===== src/rtl/dcache_ctrl.sv =====
// Direct-mapped, write-through, no-write-allocate data cache controller.
// One-word lines; loads stall through a refill, stores always go through to memory.
module dcache_ctrl #(
  parameter int ADDRESS_WIDTH = 32,
  parameter int DATA_WIDTH    = 32,
  parameter int SET_WIDTH     = 6
) (
  input  logic                     clk,
  input  logic                     rst,
  input  logic                     cpu_req,
  input  logic                     cpu_we,
  input  logic                     cpu_byte_op,
  input  logic [ADDRESS_WIDTH-1:0] cpu_addr,
  input  logic [DATA_WIDTH-1:0]    cpu_wdata,
  output logic [DATA_WIDTH-1:0]    cpu_rdata,
  output logic                     cpu_ready,
  output logic                     mem_req,
  output logic                     mem_we,
  output logic                     mem_byte_op,
  output logic [ADDRESS_WIDTH-1:0] mem_addr,
  output logic [DATA_WIDTH-1:0]    mem_wdata,
  input  logic [DATA_WIDTH-1:0]    mem_rdata,
  input  logic                     mem_ack,
  output logic [31:0]              hit_count,
  output logic [31:0]              miss_count
);

  localparam int TAG_WIDTH = ADDRESS_WIDTH - SET_WIDTH - 2;
  localparam int SETS      = 1 << SET_WIDTH;

  typedef enum logic [1:0] {
    IDLE   = 2'd0,
    REFILL = 2'd1,
    WRITE  = 2'd2
  } state_t;

  // state_q is the observable FSM state for checkers.
  state_t state_q;
  state_t state_d;

  logic [SETS-1:0]       valid_q;
  logic [TAG_WIDTH-1:0]  tag_mem  [SETS];
  logic [DATA_WIDTH-1:0] data_mem [SETS];

  logic [SET_WIDTH-1:0]  index;
  logic [TAG_WIDTH-1:0]  tag;
  logic [1:0]            offset;
  logic [4:0]            lane_shift;
  logic                  hit;
  logic [DATA_WIDTH-1:0] line_data;
  logic [7:0]            line_byte;
  logic [DATA_WIDTH-1:0] merged_data;
  logic                  load_hit;
  logic                  load_miss;
  logic                  fill_en;
  logic                  store_upd;

  assign index      = cpu_addr[SET_WIDTH+1:2];
  assign tag        = cpu_addr[ADDRESS_WIDTH-1:SET_WIDTH+2];
  assign offset     = cpu_addr[1:0];
  // Big-endian lanes: offset 0 is the most significant byte.
  assign lane_shift = {~offset, 3'b000};
  assign line_data  = data_mem[index];
  assign hit        = valid_q[index] && (tag_mem[index] == tag);
  assign line_byte  = 8'(line_data >> lane_shift);

  assign merged_data = cpu_byte_op
    ? ((line_data & ~(DATA_WIDTH'(8'hFF) << lane_shift)) |
       (DATA_WIDTH'(cpu_wdata[7:0]) << lane_shift))
    : cpu_wdata;

  assign load_hit  = (state_q == IDLE) && cpu_req && !cpu_we && hit;
  assign load_miss = (state_q == IDLE) && cpu_req && !cpu_we && !hit;
  assign fill_en   = (state_q == REFILL) && mem_ack;
  assign store_upd = (state_q == WRITE) && mem_ack && hit;

  always_ff @(posedge clk or posedge rst) begin
    if (rst) begin
      state_q <= IDLE;
    end else begin
      state_q <= state_d;
    end
  end

  always_comb begin
    state_d     = state_q;
    cpu_ready   = 1'b0;
    cpu_rdata   = '0;
    mem_req     = 1'b0;
    mem_we      = 1'b0;
    mem_byte_op = 1'b0;
    mem_addr    = '0;
    mem_wdata   = '0;
    unique case (state_q)
      IDLE: begin
        if (cpu_req) begin
          if (cpu_we) begin
            state_d = WRITE;
          end else if (hit) begin
            cpu_ready = 1'b1;
            cpu_rdata = cpu_byte_op ? DATA_WIDTH'(line_byte) : line_data;
          end else begin
            state_d = REFILL;
          end
        end
      end
      REFILL: begin
        mem_req  = 1'b1;
        mem_addr = {cpu_addr[ADDRESS_WIDTH-1:2], 2'b00};
        if (mem_ack) begin
          state_d = IDLE;
        end
      end
      WRITE: begin
        mem_req     = 1'b1;
        mem_we      = 1'b1;
        mem_byte_op = cpu_byte_op;
        mem_addr    = cpu_addr;
        mem_wdata   = cpu_wdata;
        cpu_ready   = mem_ack;
        if (mem_ack) begin
          state_d = IDLE;
        end
      end
      default: begin
        state_d = IDLE;
      end
    endcase
  end

  always_ff @(posedge clk or posedge rst) begin
    if (rst) begin
      valid_q <= '0;
    end else if (fill_en) begin
      valid_q[index] <= 1'b1;
    end
  end

  // Tag/data arrays carry no reset; valid_q alone qualifies them.
  always_ff @(posedge clk) begin
    if (fill_en) begin
      tag_mem[index]  <= tag;
      data_mem[index] <= mem_rdata;
    end else if (store_upd) begin
      data_mem[index] <= merged_data;
    end
  end

  always_ff @(posedge clk or posedge rst) begin
    if (rst) begin
      hit_count  <= '0;
      miss_count <= '0;
    end else begin
      if (load_hit && (hit_count != 32'hFFFF_FFFF)) begin
        hit_count <= hit_count + 32'd1;
      end
      if (load_miss && (miss_count != 32'hFFFF_FFFF)) begin
        miss_count <= miss_count + 32'd1;
      end
    end
  end

endmodule


===== config.mk =====
export PLATFORM = sky130hd
export DESIGN_NAME = dcache_ctrl
export DESIGN_NICKNAME = d
export VERILOG_FILES = /design/src/rtl/dcache_ctrl.sv
export SDC_FILE = /design/constraint.sdc
export NUM_CORES = 2
export LEC_CHECK = 0
export CORE_MARGIN = 8
export CORE_UTILIZATION = 36
export CTS_BUF_LIST = sky130_fd_sc_hd__clkbuf_8
export DETAILED_ROUTE_END_ITERATION = 10
export PLACE_DENSITY = 0.48
export SYNTH_ARGS = -nofsm -noshare
export SYNTH_HDL_FRONTEND = slang
export SYNTH_SLANG_ARGS = --single-unit

===== constraint.sdc =====
create_clock -name clk -period 10.08 [get_ports clk]
set_clock_uncertainty 0.15 [all_clocks]
set_input_delay 2.016 -clock clk [delete_from_list [all_inputs] [get_ports clk]]
set_output_delay 2.016 -clock clk [all_outputs]
set_load 0.01 [all_outputs]

==> flow_metrics.py <==
metrics = {
    "yosys": {
        "syn_avg_cell_area_um2": 18.14,
        "synth-edff-count": 3584,
        "synth-xor-area-share_pct": 0.4424,
        "syn_inst": 7858,
        "synthAdderAreaFrac_pct": 0.04389,
        "yosys.area.top_type": "edfxtp_1",
        "ys_seq_area_share_pct": 77.79,
        "synth.top_cells.by_area": "edfxtp_1 76%, mux4_2 3.3%, a22oi_1 2.9%",
        "syn-num-nets": 7965,
        "synth_mux_area_share_pct": 7.326,
        "synth_top_family_by_area": "compound AO/OA/AOI/OAI gates",
        "synth_compound_area_share_pct": 8.669,
        "yosysUniqueCellTypes": 87,
        "synth.most_common_cell": "edfxtp_1",
        "synth_flop_cell": "edfxtp_1",
        "yosys.area.top_type_share_pct": 75.50,
        "yosys_warnings": 0,
        "synthTopCellsByCount": "3,584 x edfxtp_1, 552 x a22oi_1, 402 x mux2i_1",
        "netlist_area_um2": 142500,
        "async_reset_ff_share_pct": 3.500,
        "synth-simple-area-share_pct": 3.984,
        "ys_seq_elements": 3714,
    },
    "timing": {
        "finalSetupViolations": 0,
        "worst_pin_slew_ns": 1.326,
        "finalHoldViolCount": 0,
        "slew_headroom_pct": 11.48,
        "grt_setup_unrepaired": "no",
        "timing.final.crit_share_pct": 99.13,
        "fmax_ghz": 0.1001,
        "maxSlewViolCount": 0,
        "finalSetupTns_ns": 0,
        "hold_ws_ns": 0.3096,
        "min_period_ns": 9.992,
    },
    "setup_path": {
        "arrival_ns": 7.83,
        "path_cells": "buf_8, buf_4, mux2i_1, a22oi_1, a21oi_1, nor4_1, o2111a_1, o221ai_1, or4_1, or4_4, or3_1, buf_12, nor2b_1, clkdlybuf4s50_1",
        "reg2reg_setup_slack_ns": 3.65,
        "cp_max_fo": 41,
        "cpPeakStageDelay_ns": 0.85,
        "cp_num_buf_inv": 4,
        "crit_family": "simple AND/OR/NAND/NOR gates",
        "cp-startpoint": "cpu_addr[2]",
        "end_kind": "primary output",
        "startpoint_type": "input port",
        "crit_required_ns": 7.91,
        "worst-setup-path-type": "in -> out",
        "crit-reg2reg-launch": "tag_mem[29][7]",
        "slowest_stage": "nor4_1",
    },
    "finish": {
        "ff_latch_area_um2": 110900,
        "synthToLayoutAreaGrowth_pct": 17.29,
        "drive_above_1_share_pct": 21.27,
        "multi_input_area_um2": 30250,
        "nets": 8905,
        "fill_cells": 35110,
    },
    "pwr": {
        "p_leak_nw": 54.63,
        "p_comb_share_pct": 7.6,
        "ir_drop_mv": 0.1273,
        "intPower_w": 0.02395,
        "switchingPower_w": 0.007833,
        "swShare_pct": 24.64,
        "power_density_nw_per_um2": 190.1,
        "p_clk_share_pct": 38.6,
        "seq_power_share_pct": 53.7,
    },
    "clocking": {
        "worstSkewPairLatency_ns": 1.21,
        "clk_pin_slew_ns": 0.05,
        "cts_setup_buffers": 0,
        "post_cts_resized": 0,
        "clock-sinks": 3714,
        "cts_max_level": 6,
        "cts_root_buf": "clkbuf_8",
        "cts_hold_buf": 0,
        "cts_made_buffers": 618,
        "clockBufferDepth": 4,
        "cts_tree": "built",
    },
    "floorplanning": {
        "io_pins": 266,
        "num_rows": 231,
        "die_width_um": 645.2,
        "coreArea_um2": 395100,
        "die_area_um2": 416300,
        "die_y_um": 645.2,
        "start_util_pct": 36.08,
    },
    "global_routing": {
        "grt-ovfl-total": 0,
        "antenna_found_initial": 30,
        "grt_pass1_wl_um": 742000,
        "grt_usage_pct": 25.67,
        "grt_pass1_vias": 85120,
        "grt_max_degree": 75,
    },
    "drt": {
        "drtAntennaViolNets": 0,
        "wire_per_inst_um": 38.08,
        "via_count": 86280,
        "dr.pass1.iters": 6,
        "drc_errors": 0,
        "vias_per_cell": 5.935,
        "drt_wl_total_um": 553600,
        "drt_iter0_drc": 11220,
    },
    "min_path": {
        "hp-start": "valid_q[35]",
        "hp-class": "reg -> reg",
    },
    "flow_run": {
        "maxCapViolCount": 0,
    },
    "placed_design": {
        "place_hpwl_um": 319300,
        "portBuffers": 265,
        "place.gp.congestion": 0.8597,
    },
    "run_status": {
        "status": "finished, final reports clean",
    },
}
[cell usage in the layout (no fill, tap or decap), types with 31 or more instances in the layout]
cell | Yosys | routed
edfxtp_1 | 3584 | 3584
clkbuf_8 | 0 | 643
a22oi_1 | 552 | 552
buf_4 | 37 | 469
mux2i_1 | 402 | 402
a221oi_1 | 309 | 309
inv_1 | 20 | 248
clkdlybuf4s50_1 | 0 | 234
a21oi_1 | 211 | 211
mux4_2 | 206 | 206
nor2_1 | 269 | 168
nand2_1 | 169 | 161
a22o_1 | 161 | 161
mux2_2 | 158 | 158
clkinv_1 | 2 | 133
dfrtp_1 | 130 | 130
a31oi_1 | 123 | 123
buf_12 | 0 | 111
nand3_1 | 105 | 104
nor2_4 | 0 | 100
o21ai_0 | 95 | 94
o22ai_1 | 81 | 81
and2_1 | 75 | 73
nand4_1 | 65 | 65
or2_2 | 64 | 64
nor3_1 | 90 | 57
xor2_1 | 57 | 57
nor4_1 | 49 | 47
clkinv_2 | 0 | 42
nor3_2 | 0 | 33
nand3b_1 | 32 | 32
and3_1 | 33 | 31
[power by group through the flow]
| stage | clock network, W | registers [W] | logic, W |
|---|---|---|---|
| detailed placement | 0 | 0.0174 | 0.00242 |
| finish | 0.0123 | 0.0171 | 0.00242 |
| global placement | 0 | 0.0174 | 0.00240 |
| floorplan | 0 | 0.0174 | 0.00108 |
| global route | 0.0131 | 0.0171 | 0.00251 |
| CTS | 0.0125 | 0.0171 | 0.00243 |
[final timing paths]
check | to | cells past startpoint
min | valid_q[35] | 1
min in group asynchronous | valid_q[61] | 2
max | cpu_rdata[14] | 14
max reg2reg | data_mem[8][31] | 15
min reg2reg | valid_q[35] | 1
max in group asynchronous | hit_count[31] | 3
[registers in the layout, summed over array words and instances (netlist names)]
register,cells
tag_mem,1536
data_mem,2048
miss_count,32
valid_q,64
hit_count,32
state_q,2
[final cells by class]
| cell class | instances | area share [%] |
|---|---|---|
| multi-input cells | 3597 | 18.09 |
| clock buffers | 643 | 5.293 |
| flip-flops and latches | 3714 | 66.32 |
| clock inverters | 451 | 1.334 |
| inverters | 25 | 0.06361 |
| repair buffers | 842 | 4.938 |
| well taps | 5242 | 3.923 |
| diodes | 25 | 0.03742 |
[logic make-up (layout without fill, tap and decap cells)]
| logic type | Yosys count | after routing |
|---|---|---|
| xor+xnor | 72 | 72 |
| mux | 766 | 766 |
| buf+inv | 547 | 1961 |
| flops | 3714 | 3714 |
| compound gates | 1679 | 1679 |
| other cells | 0 | 25 |
| simple gates | 1075 | 1075 |
| fa+ha+maj | 5 | 5 |
[metal layers]
| layer | up-vias | part of all wire (%) | global-route usage (%) |
|---|---|---|---|
| li1 | 34480 | - | - |
| met1 | 46230 | 40 | 33.58 |
| met2 | 4535 | 48 | 42.32 |
| met3 | 1028 | 7.5 | 3.992 |
| met4 | 6 | 5.1 | 11.59 |
| met5 | - | 0.0072 | 0 |
[through the flow]
stage               util (%)  cell area, um2  cells  setup WS, ns  power (W)
floorplan                  -          142500   7858         1.854    0.01846
global placement       39.49          156000  13420        0.1759    0.01980
detailed placement     39.49          156000  13420        0.1673    0.01982
CTS                    42.30          167100  14510        0.1412    0.03198
global route           42.31          167200  14530       0.03191    0.03271
finish                 42.31          167200  14540       0.08799    0.03179
[worst reg2reg max path, stage by stage (launching register included)]
cell      delay, ns
edfxtp_1       0.37
mux4_2         0.49
o21ai_0        0.65
buf_4          0.28
nand4_1        0.18
nor3_1         0.19
buf_4          0.14
xor2_1         0.45
buf_4          0.21
nand4_1        0.10
or4_4          0.71
buf_4          0.22
o21ba_2        0.50
nand2b_1       0.62
nor2_4         0.30
buf_4          0.47
(Power assumes the default switching activity.)
